`config.mk`:
```
export PLATFORM = sky130hd
export DESIGN_NAME = mmio_read_ctrl_flat
export DESIGN_NICKNAME = d
export VERILOG_FILES = /design/src/rtl/mmio_read_ctrl_if.sv /design/src/rtl/mmio_read_ctrl.sv /design/src/flat_wrapper.sv
export SDC_FILE = /design/constraint.sdc
export NUM_CORES = 1
export LEC_CHECK = 0
export ABC_AREA = 0
export CORE_MARGIN = 2
export CORE_UTILIZATION = 35
export DETAILED_ROUTE_END_ITERATION = 8
export DONT_BUFFER_PORTS = 1
export PLACE_DENSITY = 0.55
export SYNTH_ARGS = -nofsm -noshare
export SYNTH_HDL_FRONTEND = slang
export SYNTH_SLANG_ARGS = --single-unit
```
`constraint.sdc`:
```
create_clock -name clk -period 1.8 [get_ports clk]
set_input_delay 0.18 -clock clk [delete_from_list [all_inputs] [get_ports clk]]
set_output_delay 0.18 -clock clk [all_outputs]
set_load 0.01 [all_outputs]
```
`src/rtl/mmio_read_ctrl_if.sv`:
```
// Peripheral read bus between mmio_read_ctrl (master) and the slow peripheral block (slave).
interface mmio_read_ctrl_if;
  logic        per_req;
  logic [2:0]  per_sel;
  logic        per_ack;
  logic [31:0] per_rdata;

  modport master (output per_req, output per_sel, input per_ack, input per_rdata);
  modport slave  (input per_req, input per_sel, output per_ack, output per_rdata);
endinterface

```
`src/rtl/mmio_read_ctrl.sv`:
```
// MEM-stage load controller: DMEM loads pass through, peripheral-window loads stall the pipe
// for a req/ack transaction. Define MMIO_TIMEOUT_EN to add the REQ timeout and sticky err.
module mmio_read_ctrl #(
  parameter int unsigned TIMEOUT_CYCLES = 64
) (
  input  logic                    clk,
  input  logic                    rst_n,
  input  logic                    rd_en,
  input  logic [31:0]             addr,
  input  logic [31:0]             dmem_rdata,
  output logic                    stall,
  output logic [31:0]             rdata,
  output logic                    rdata_valid,
  output logic                    err,
  input  logic                    err_clr,
  mmio_read_ctrl_if.master        per
);

  typedef enum logic [1:0] {StIdle, StReq, StDone} state_e;

  state_e      state_q, state_d;
  logic        per_req_q, per_req_d;
  logic [2:0]  per_sel_q, per_sel_d;
  logic [31:0] hold_q, hold_d;
  logic        hit;
  logic [2:0]  hit_sel;
  logic        timeout;

  // Only the low 12 bits select a peripheral register.
  logic [19:0] unused_addr;
  assign unused_addr = addr[31:12];

  always_comb begin
    hit     = 1'b0;
    hit_sel = 3'd0;
    if (addr[11]) begin
      unique case (addr[11:0])
        12'h808: begin hit = 1'b1; hit_sel = 3'd0; end
        12'h80C: begin hit = 1'b1; hit_sel = 3'd1; end
        12'h814: begin hit = 1'b1; hit_sel = 3'd2; end
        12'h820: begin hit = 1'b1; hit_sel = 3'd3; end
        12'h824: begin hit = 1'b1; hit_sel = 3'd4; end
        12'h828: begin hit = 1'b1; hit_sel = 3'd5; end
        12'h834: begin hit = 1'b1; hit_sel = 3'd6; end
        default: begin hit = 1'b0; hit_sel = 3'd0; end
      endcase
    end
  end

  always_comb begin
    state_d   = state_q;
    per_req_d = per_req_q;
    per_sel_d = per_sel_q;
    hold_d    = hold_q;
    unique case (state_q)
      StIdle: begin
        if (rd_en && hit) begin
          per_sel_d = hit_sel;
          per_req_d = 1'b1;
          state_d   = StReq;
        end
      end
      StReq: begin
        if (per.per_ack) begin
          hold_d    = per.per_rdata;
          per_req_d = 1'b0;
          state_d   = StDone;
        end else if (timeout) begin
          hold_d    = 32'hDEAD_BEEF;
          per_req_d = 1'b0;
          state_d   = StDone;
        end
      end
      StDone: state_d = StIdle;
      default: begin
        state_d   = StIdle;
        per_req_d = 1'b0;
      end
    endcase
  end

  always_ff @(posedge clk or negedge rst_n) begin
    if (!rst_n) begin
      state_q   <= StIdle;
      per_req_q <= 1'b0;
      per_sel_q <= 3'd0;
      hold_q    <= 32'd0;
    end else begin
      state_q   <= state_d;
      per_req_q <= per_req_d;
      per_sel_q <= per_sel_d;
      hold_q    <= hold_d;
    end
  end

`ifdef MMIO_TIMEOUT_EN
  localparam int unsigned CntW = $clog2(TIMEOUT_CYCLES) + 1;

  logic [CntW-1:0] cnt_q, cnt_d;
  logic            err_q, err_d;

  // Count value k-1 during the k-th REQ cycle, so the abort lands on REQ cycle TIMEOUT_CYCLES.
  assign timeout = (state_q == StReq) && !per.per_ack &&
                   (cnt_q == CntW'(TIMEOUT_CYCLES - 1));

  always_comb begin
    cnt_d = cnt_q;
    if (state_q != StReq) begin
      cnt_d = '0;
    end else if (!per.per_ack) begin
      cnt_d = cnt_q + 1'b1;
    end
    err_d = err_q;
    if (timeout) begin
      err_d = 1'b1;
    end else if (err_clr) begin
      err_d = 1'b0;
    end
  end

  always_ff @(posedge clk or negedge rst_n) begin
    if (!rst_n) begin
      cnt_q <= '0;
      err_q <= 1'b0;
    end else begin
      cnt_q <= cnt_d;
      err_q <= err_d;
    end
  end

  assign err = err_q;
`else
  logic        unused_err_clr;
  logic [31:0] unused_timeout_cycles;
  assign unused_err_clr        = err_clr;
  assign unused_timeout_cycles = TIMEOUT_CYCLES;
  assign timeout               = 1'b0;
  assign err                   = 1'b0;
`endif

  always_comb begin
    stall       = ((state_q == StIdle) && rd_en && hit) || (state_q == StReq);
    rdata       = (state_q == StDone) ? hold_q : dmem_rdata;
    rdata_valid = rd_en && !stall;
  end

  assign per.per_req = per_req_q;
  assign per.per_sel = per_sel_q;

endmodule

```
`src/flat_wrapper.sv`:
```
// flat-port wrapper written by rule: the top's interface ports become plain ports
module mmio_read_ctrl_flat 
#(
  parameter int unsigned TIMEOUT_CYCLES = 64
)
  (clk, rst_n, rd_en, addr, dmem_rdata, stall, rdata, rdata_valid, err, err_clr, per_per_req, per_per_sel, per_per_ack, per_per_rdata);
  mmio_read_ctrl_if per_i ();
  input  logic clk;
  input  logic rst_n;
  input  logic rd_en;
  input  logic [31:0] addr;
  input  logic [31:0] dmem_rdata;
  output logic stall;
  output logic [31:0] rdata;
  output logic rdata_valid;
  output logic err;
  input  logic err_clr;
  output wire logic [$bits(per_i.per_req)-1:0] per_per_req;
  output wire logic [$bits(per_i.per_sel)-1:0] per_per_sel;
  input wire logic [$bits(per_i.per_ack)-1:0] per_per_ack;
  input wire logic [$bits(per_i.per_rdata)-1:0] per_per_rdata;
  assign per_per_req = per_i.per_req;
  assign per_per_sel = per_i.per_sel;
  assign per_i.per_ack = per_per_ack;
  assign per_i.per_rdata = per_per_rdata;
  mmio_read_ctrl #(.TIMEOUT_CYCLES(TIMEOUT_CYCLES)) u_core (.clk(clk), .rst_n(rst_n), .rd_en(rd_en), .addr(addr), .dmem_rdata(dmem_rdata), .stall(stall), .rdata(rdata), .rdata_valid(rdata_valid), .err(err), .err_clr(err_clr), .per(per_i));
endmodule
```
Word-level counts from Yosys, hierarchy flattened
Index checks and enable logic that the tools add are counted.
{"block": "op_classes", "n_eq_ne": 11, "mux": 11, "bitwise_logic": 1, "n_reduce_logical": 12}
{"operator": "equality test 12 bit (second input constant)", "n": 7}
{"operator": "two-way mux 32 bit", "n": 1}
{"operator": "case mux 3 bit (6 select lines)", "n": 1}
{"operator": "OR reduction 7 bit", "n": 1}
{"operator": "AND reduction 2 bit", "n": 3}
{"operator": "logical AND 1 bit", "n": 4}
{"operator": "two-way mux 1 bit", "n": 4}
{"operator": "two-way mux 2 bit", "n": 2}
{"operator": "case mux 2 bit (2 select lines)", "n": 1}
{"operator": "two-way mux 3 bit", "n": 1}
{"operator": "case mux 1 bit (3 select lines)", "n": 1}
{"operator": "AND reduction 3 bit", "n": 1}
{"operator": "equality test 2 x 1 -> 1 bit (second input constant)", "n": 1}
{"operator": "equality test 2 bit (second input constant)", "n": 1}
{"operator": "logical NOT 2 bit", "n": 1}
{"operator": "inequality test 2 x 1 -> 1 bit (second input constant)", "n": 1}
{"operator": "inequality test 2 bit (second input constant)", "n": 1}
{"operator": "logical NOT 1 bit", "n": 1}
{"operator": "logical OR 1 bit", "n": 1}
{"operator": "inverter 1 bit", "n": 1}
{"block": "totals", "register_bits": 38}

Longest topological paths before layout
Gate-level depths: netlist (run 1).
{"block": "logic_depth", "word_depth": 8, "ltp_mapped": 5, "ltp_nobuf": 4}

Least setup slack after synthesis (run 1)
OpenSTA, ideal clock, no wires.
{"block": "synth_path", "kind": "flip-flop to flip-flop", "from": "register u_core.state_q[0]", "to": "register u_core.per_sel_q[0], in the netlist u_core.per.per_sel[0]", "setup_ps": 125, "arrival_ps": 1347, "required_ps": 1675, "slack_ps": 328, "path_stages_with_launch": 5, "path_buffers": 0, "path_cell_list": "dfrtp_1 -> nor4b_2 -> nand4b_1 -> a211o_4 -> mux2_4"}
{"block": "synth_via", "elab_chain_cells": 2}
{"item": "start, declared", "line_no": "mmio_read_ctrl.sv:21", "text": "state_e state_q, state_d;"}
{"item": "start signal, assigned", "line_no": "mmio_read_ctrl.sv:84", "text": "state_q <= StIdle;"}
{"item": "start signal, assigned", "line_no": "mmio_read_ctrl.sv:89", "text": "state_q <= state_d;"}
{"item": "logical NOT 2 bit", "line_no": "mmio_read_ctrl.sv:55", "text": "unique case (state_q)"}
{"item": "AND reduction 2 bit (no source line)"}
{"item": "end signal, assigned", "line_no": "mmio_read_ctrl.sv:91", "text": "per_sel_q <= per_sel_d;"}
{"item": "end, declared", "line_no": "mmio_read_ctrl.sv:23", "text": "logic [2:0] per_sel_q, per_sel_d;"}
Every way passes these cells.
A chain may end at the register's enable or synchronous reset.

Worst setup path after layout (run 1)
{"block": "layout_path", "from": "register u_core.state_q[0]", "to": "output port rdata[12]"}
{"block": "layout_via", "elab_chain_cells": 2}
{"item": "equality test 2 bit", "line_no": "mmio_read_ctrl.sv:143", "text": "rdata = (state_q == StDone) ? hold_q : dmem_rdata;"}
{"item": "two-way mux 32 bit", "line_no": "mmio_read_ctrl.sv:143"}
{"item": "end, declared", "line_no": "flat_wrapper.sv:14", "text": "output logic [31:0] rdata;"}
Every way passes these cells.

==> results.json, run 1 <==
{
  "run_status": "complete, no violations",
  "fraction_of_the_mapped_netlist_area_in_compound_gates_pct": 2.12,
  "cp.buffers_inverters": 2,
  "clock_sinks": 38,
  "post_synth_main_area_contributors": "dfrtp_1 49%, nand2_1 19%, mux2_2 18%",
  "post_synth_mux_area_share_pct": 20.9,
  "worstSetupPathType": "reg2out",
  "worst_setup_path_end_kind": "output pin",
  "gr-usage-all-layers_pct": 14.3,
  "route.final.wire_length_um": 4390,
  "final_max_slew_viols": 0,
  "synth-simple-area-share_pct": 24.4,
  "grt_overflow_total": 0,
  "cp.required_ns": 1.62,
  "synth_top_area_share_pct": 48.8,
  "ios": 140,
  "dominant_combinational_cell_family_by_area_after_synthesis": "simple AND/OR/NAND/NOR gates",
  "path_cells": "buf_4 > nor2b_4 > buf_4 > mux2_2",
  "maxCapViolations": 0,
  "hold_violations": 0,
  "grt_start_max_net_pins": 39,
  "fp.dieArea_um2": 6180,
  "skew_ns": 0.00537,
  "crit_top_cell": "buf_4",
  "timing.critical_path.arrival_ns": 1.60,
  "detail_route.wl_per_cell_um": 14.0,
  "irDropWorstVdd_mv": 0.343,
  "clock_slew_seen_by_the_registers_of_the_worst_setup_and_hold_paths_ns": 0.08,
  "grt_first_pass_wirelength_um": 6910,
  "vias_per_cell": 4.80,
  "insertion_delay_ns": 0.28,
  "drc": 0,
  "dieHeight_um": 78.6,
  "synth-warning-count": 0,
  "crit_fanout": 16,
  "core_um2": 5440,
  "drt-initial-drc-count": 36,
  "netlist.top_cell.by_area": "dfrtp_1",
  "post_synth_inst_count": 210,
  "cp_top_family": "flip-flops",
  "cts.htree.levels": 2,
  "total_number_of_vias": 1503,
  "cp_slowest_cell": "dfrtp_2",
  "io_buffers": 0,
  "yosysSeqAreaShare_pct": 48.8,
  "tritoncts": "yes",
  "syn_to_final_growth_pct": 25.3,
  "min_period_over_period_pct": 98.6,
  "grt_antenna_before_repair": 0,
  "crit_path_max_incr_delay_ns": 0.41,
  "power_w": 0.00175,
  "period_minus_slack_ns": 1.78,
  "initial_utilization_pct": 35.8,
  "rows": 27,
  "power_density_over_cell_area_nw_per_um2": 718,
  "max-clock-path-buffers": 2,
  "layout.nets": 341,
  "synthesis.nets": 311,
  "ant_nets": 0,
  "rsz0062_at_grt": "true",
  "dp.final_hpwl_um": 2950,
  "synth_cell_types": 28,
  "synth-adder-area-share_pct": 0,
  "hold_class": "in2reg",
  "fmaxAchievable_ghz": 0.563,
  "grt_pass1_vias": 1514,
  "synth_xor_area_share_pct": 0.449,
  "finalCoreUtilization_pct": 44.9,
  "netlist_area_um2": 1950,
  "cts-buffers-inserted": 5,
  "ys_ff_latch": 38,
  "first_pass_iters": 3,
  "count_of_endpoints_failing_setup_in_the_final_report": 0,
  "final_design_area_no_fill_um2": 2440,
  "cts_root_buf": "clkbuf_8",
  "synth.avg_cell_area_um2": 9.28,
  "power.leakage_nw": 1.19,
  "worstSetupStartpointType": "flip-flop",
  "placement.cell_area_um2": 2040,
  "drive_above_1_share_pct": 21.6,
  "insertedDiodeCount": 0,
  "worst-slew-pin-transition_ns": 0.510,
  "place.gp.congestion": 0.709,
  "die_width_um": 78.6,
  "slew_headroom_pct": 66.0
}
==> power by group <==
group	switching, W	total [W]	leakage (nW)	internal [W]
logic	0.0000959	0.000205	0.652	0.000109
registers	0.0000360	0.000954	0.495	0.000918
clock network	0.000287	0.000596	0.0482	0.000309
==> registers in the layout (all words and copies together) (netlist names) <==
name,flops
u_core.hold_q,32
u_core.state_q,2
u_core.per.per_req,1
u_core.per.per_sel,3
==> through the flow <==
step / setup slack, ns / hold WS [ns] / cells / TNS (ns)
after floorplan: 0.328 / -0.116 / 210 / 0
after global placement: 0.217 / -0.114 / 275 / 0
after detailed placement: 0.188 / -0.115 / 275 / 0
after CTS: -0.0244 / 0.00000683 / 311 / -0.0691
after global routing: -0.0653 / 0.000946 / 313 / -1.78
final: 0.0248 / 0.00488 / 313 / 0
==> cells in the mapped netlist <==
library cell and number:
a211o_4 1, a21oi_1 1, and3_1 1, buf_2 4, buf_4 1, clkbuf_1 6, conb_1 1, dfrtp_1 38
inv_1 3, mux2_1 2, mux2_2 32, mux2_4 1, mux2i_1 1, nand2_1 101, nand2b_1 2, nand3_1 1
nand3b_1 1, nand4b_1 1, nor2_1 2, nor2b_1 1, nor3_1 1, nor4_1 1, nor4b_1 1, nor4b_2 1
o21ai_0 2, o311ai_1 1, or2b_1 1, xor2_1 1
==> worst reg2reg max path: cells and delay by family (launching register included) <==
kind / cells / cell delay (ns)
AOI/OAI and AO/OA: 1 / 0.32
buffers and inverters: 1 / 0.16
DFF: 1 / 0.41
muxes: 1 / 0.29
and+or+nand+nor: 2 / 0.37
==> per-layer routing <==
layer	up-vias	global-route usage [%]	part of all wire, %
met1	696	17.9	43
li1	729	-	-
met3	6	4.14	7.6
met5	-	0	0
met4	0	4.21	0.89
met2	72	23.8	48
==> area by class of cell <==
class	instances	area [µm²]
Sequential cell	38	952
Fill cell	545	3000
Inverter	3	11.3
Timing Repair Buffer	34	348
Clock inverter	1	5.00
Tap cell	72	90.1
Clock buffer	7	86.3
Multi-Input combinational cell	158	950
==> what timing repair did <==
item,CTS,global route
hold buffers,26,2
resized for setup,2,0
buffers inserted,2,0
endpoints found under the setup margin,2,35
endpoints found under the hold margin,62,2
pin swaps,2,2
==> cell families (layout without fill, tap and decap cells) <==
logic type                Yosys count  count (layout)
muxes                              36              36
DFF                                38              38
buffers and inverters              14              45
xor gates and xnor gates            1               1
and+or+nand+nor                   115             115
other                               1               1
AOI/OAI and AO/OA                   5               5
==> layout by cell type, fill, tap and decap left out <==
master | synthesis | routed
clkbuf_1 | 6 | 1
and3_4 | 0 | 1
nor2b_4 | 0 | 1
conb_1 | 1 | 1
o21ai_0 | 2 | 2
nand2_1 | 101 | 101
nor3_1 | 1 | 1
nor4_1 | 1 | 1
inv_1 | 3 | 3
clkinv_2 | 0 | 1
or2b_1 | 1 | 1
mux2_2 | 32 | 32
nand4b_1 | 1 | 1
nor4b_1 | 1 | 1
mux2_1 | 2 | 2
buf_12 | 0 | 2
clkbuf_8 | 0 | 6
dfrtp_2 | 0 | 1
nor2_1 | 2 | 2
dfrtp_1 | 38 | 37
a21oi_1 | 1 | 1
mux2_4 | 1 | 1
a211o_4 | 1 | 1
mux2i_1 | 1 | 1
dlygate4sd3_1 | 0 | 27
nand3b_1 | 1 | 1
nand3_1 | 1 | 1
nand2b_1 | 2 | 2
xor2_1 | 1 | 1
buf_4 | 1 | 5
nor4b_2 | 1 | 1
o311ai_1 | 1 | 1
==> final timing paths <==
path / start / endpoint / slack [ns] / cells after the start
hold reg to reg: u_core.hold_q[12] / u_core.hold_q[12] / 0.47 / 2
setup / recovery: u_core.state_q[0] / rdata[12] / 0.02 / 4
min in group asynchronous: rst_n / u_core.hold_q[4] / 0.34 / 2
setup reg to reg: u_core.state_q[0] / u_core.per.per_sel[0] / 0.14 / 5
max in group asynchronous: rst_n / u_core.state_q[0] / 1.26 / 2
hold / removal: per_per_rdata[2] / u_core.hold_q[2] / 0.005 / 2
No activity file was read; power rests on OpenSTA's default activity.
==> run 2: changes to the inputs <==
Settings changed: CAP_MARGIN set to 20.
==> results of run 2 <==
Final layout, timing and power as in run 1 (identical DEF).
==> run 3: changes to the inputs <==
Settings changed: CORE_MARGIN 2 to 10.
==> run 3 against run 2 <==
- hold slack better by 0.0047 ns
- power up 1.3%
- first-iteration DRC count down 25%
- die area up 45%
- cell count up 1.9%
- via count up 1.2%
- wire length up 23%
- critical path depth unchanged
- clock-buffer cell count down 1
- maximum frequency up 1.7%
- global-route usage down 2.4 points
- core utilization up 1.4 points
- critical path type unchanged
==> results.json, run 3 (synthesis results as in run 1) <==
{
  "worstSetupStartpointType": "flip-flop",
  "layout.nets": 347,
  "insertedDiodeCount": 0,
  "regToRegStartpoint": "u_core.state_q[0]",
  "drt-initial-drc-count": 27,
  "insertion_delay_ns": 0.29,
  "cp.required_ns": 1.62,
  "final_design_area_no_fill_um2": 2520,
  "ant_nets": 0,
  "die_width_um": 94.6,
  "final_cells": 319,
  "io_buffers": 0,
  "layout_common_cells": "101 x nand2_1, 37 x dfrtp_1, 34 x mux2_2",
  "cts_root_buf": "clkbuf_8",
  "startpoint": "u_core.state_q[0]",
  "count_of_endpoints_failing_setup_in_the_final_report": 0,
  "rsz0062_at_grt": "true",
  "maxCapViolations": 0,
  "grt_antenna_before_repair": 0,
  "multiInputGateArea_um2": 950,
  "first_pass_iters": 4,
  "regToRegSetupSlack_ns": 0.15,
  "grt_overflow_total": 0,
  "flip_flop_count_of_the_largest_register_all_copies_and_words_added": 32,
  "timing.critical_path.arrival_ns": 1.57,
  "gr-usage-all-layers_pct": 11.9,
  "tritoncts": "yes",
  "worstSetupPathType": "reg2out",
  "placed_cells_incl_taps": 276,
  "max-clock-path-buffers": 2,
  "initial_utilization_pct": 35.8,
  "irDropWorstVdd_mv": 0.334,
  "grt_first_pass_wirelength_um": 8540,
  "worstRegToRegCells": 5,
  "layout_filler_cell_count": 522,
  "vias_per_cell": 4.77,
  "worst_setup_path_end_kind": "output pin",
  "cts.htree.levels": 2,
  "cts-buffers-inserted": 5,
  "dp.final_hpwl_um": 3840,
  "period_minus_slack_ns": 1.75,
  "drive_above_1_share_pct": 22.7,
  "place.gp.congestion": 0.664,
  "layout.cells.most_common": "nand2_1",
  "clock_sinks": 38,
  "skew_ns": 0.00580,
  "min_period_over_period_pct": 97.0,
  "final_max_slew_viols": 0,
  "regMostFlops": "u_core.hold_q",
  "ios": 140,
  "grt_pass1_vias": 1747,
  "power.leakage_nw": 1.22,
  "power_density_over_cell_area_nw_per_um2": 706,
  "placement.cell_area_um2": 2030,
  "grt_start_max_net_pins": 39,
  "min_from": "per_per_rdata[22]",
  "drc": 0,
  "detail_route.wl_per_cell_um": 16.9,
  "total_number_of_vias": 1521,
  "syn_to_final_growth_pct": 29.1,
  "clock_slew_seen_by_the_registers_of_the_worst_setup_and_hold_paths_ns": 0.07,
  "core_um2": 5440,
  "hold_class": "in2reg",
  "hold_violations": 0,
  "run_status": "complete, no violations",
  "regToRegEndpoint": "u_core.per.per_sel[0]",
  "finalCoreUtilization_pct": 46.3,
  "dieHeight_um": 94.6,
  "crit_fanout": 17,
  "timing.critical_path.to": "rdata[1]",
  "fp.dieArea_um2": 8950,
  "route.final.wire_length_um": 5400,
  "fmaxAchievable_ghz": 0.573,
  "rows": 27,
  "seqCellArea_um2": 952
}
## run 3: power breakdown
part	total (W)	switching, W	internal, W	leakage, nW
Sequential	0.000953	0.0000353	0.000918	0.495
Clock	0.000606	0.000298	0.000308	0.0472
Combinational	0.000218	0.000101	0.000117	0.680
## run 3: how the worst min path moves through the flow
| stage | end | cells after the start | slack (ns) |
|---|---|---|---|
| after CTS | u_core.hold_q[22] | 2 | 0.0005 |
| final | u_core.hold_q[22] | 2 | 0.01 |
| after floorplan | u_core.hold_q[0] | 0 | -0.12 |
| after global routing | u_core.hold_q[22] | 2 | 0.01 |
| after global placement | u_core.hold_q[0] | 0 | -0.11 |
| after detailed placement | u_core.hold_q[0] | 0 | -0.11 |
## run 3: stage by stage
| stage | power [W] | TNS [ns] | hold WS, ns | setup slack (ns) |
|---|---|---|---|---|
| after global placement | 0.00110 | 0 | -0.114 | 0.217 |
| after detailed placement | 0.00111 | 0 | -0.114 | 0.187 |
| after floorplan | 0.00108 | 0 | -0.116 | 0.328 |
| after global routing | 0.00189 | -0.555 | 0.0129 | -0.0392 |
| after CTS | 0.00181 | -0.00986 | 0.000458 | -0.00986 |
| final | 0.00178 | 0 | 0.00961 | 0.0548 |
## run 3: area by class of cell
cell class / instances / share of cell area, %
clock buffer: 6 / 3.28
timing repair buffer: 40 / 16.6
clock inverter: 2 / 0.497
inverter: 3 / 0.448
sequential: 38 / 37.8
tap: 72 / 3.58
multi-input combinational: 158 / 37.7
## run 3: what timing repair did
action | 4_1_cts | 5_1_grt
pin swaps | 2 | 2
cloned | 0 | 0
setup buffers | 2 | 0
hold endpoints to repair | 68 | 1
setup endpoints to repair | 2 | 34
hold buffers | 32 | 1
gates resized for setup | 2 | 8
## run 3: worst max-delay path: stages (launching register included)
cell,delay [ns]
dfrtp_2,0.41
buf_4,0.15
nor2b_4,0.17
buf_12,0.17
mux2_2,0.38
## run 3: per-layer routing
| metal | global-route usage [%] | wire length [µm] | part of all wire, % | up-vias |
|---|---|---|---|---|
| met4 | 3.37 | 37 | 0.69 | 0 |
| li1 | - | - | - | 746 |
| met3 | 6.74 | 583 | 11 | 4 |
| met5 | 0 | 0 | 0 | - |
| met1 | 12.1 | 2110 | 39 | 703 |
| met2 | 20.5 | 2670 | 49 | 68 |
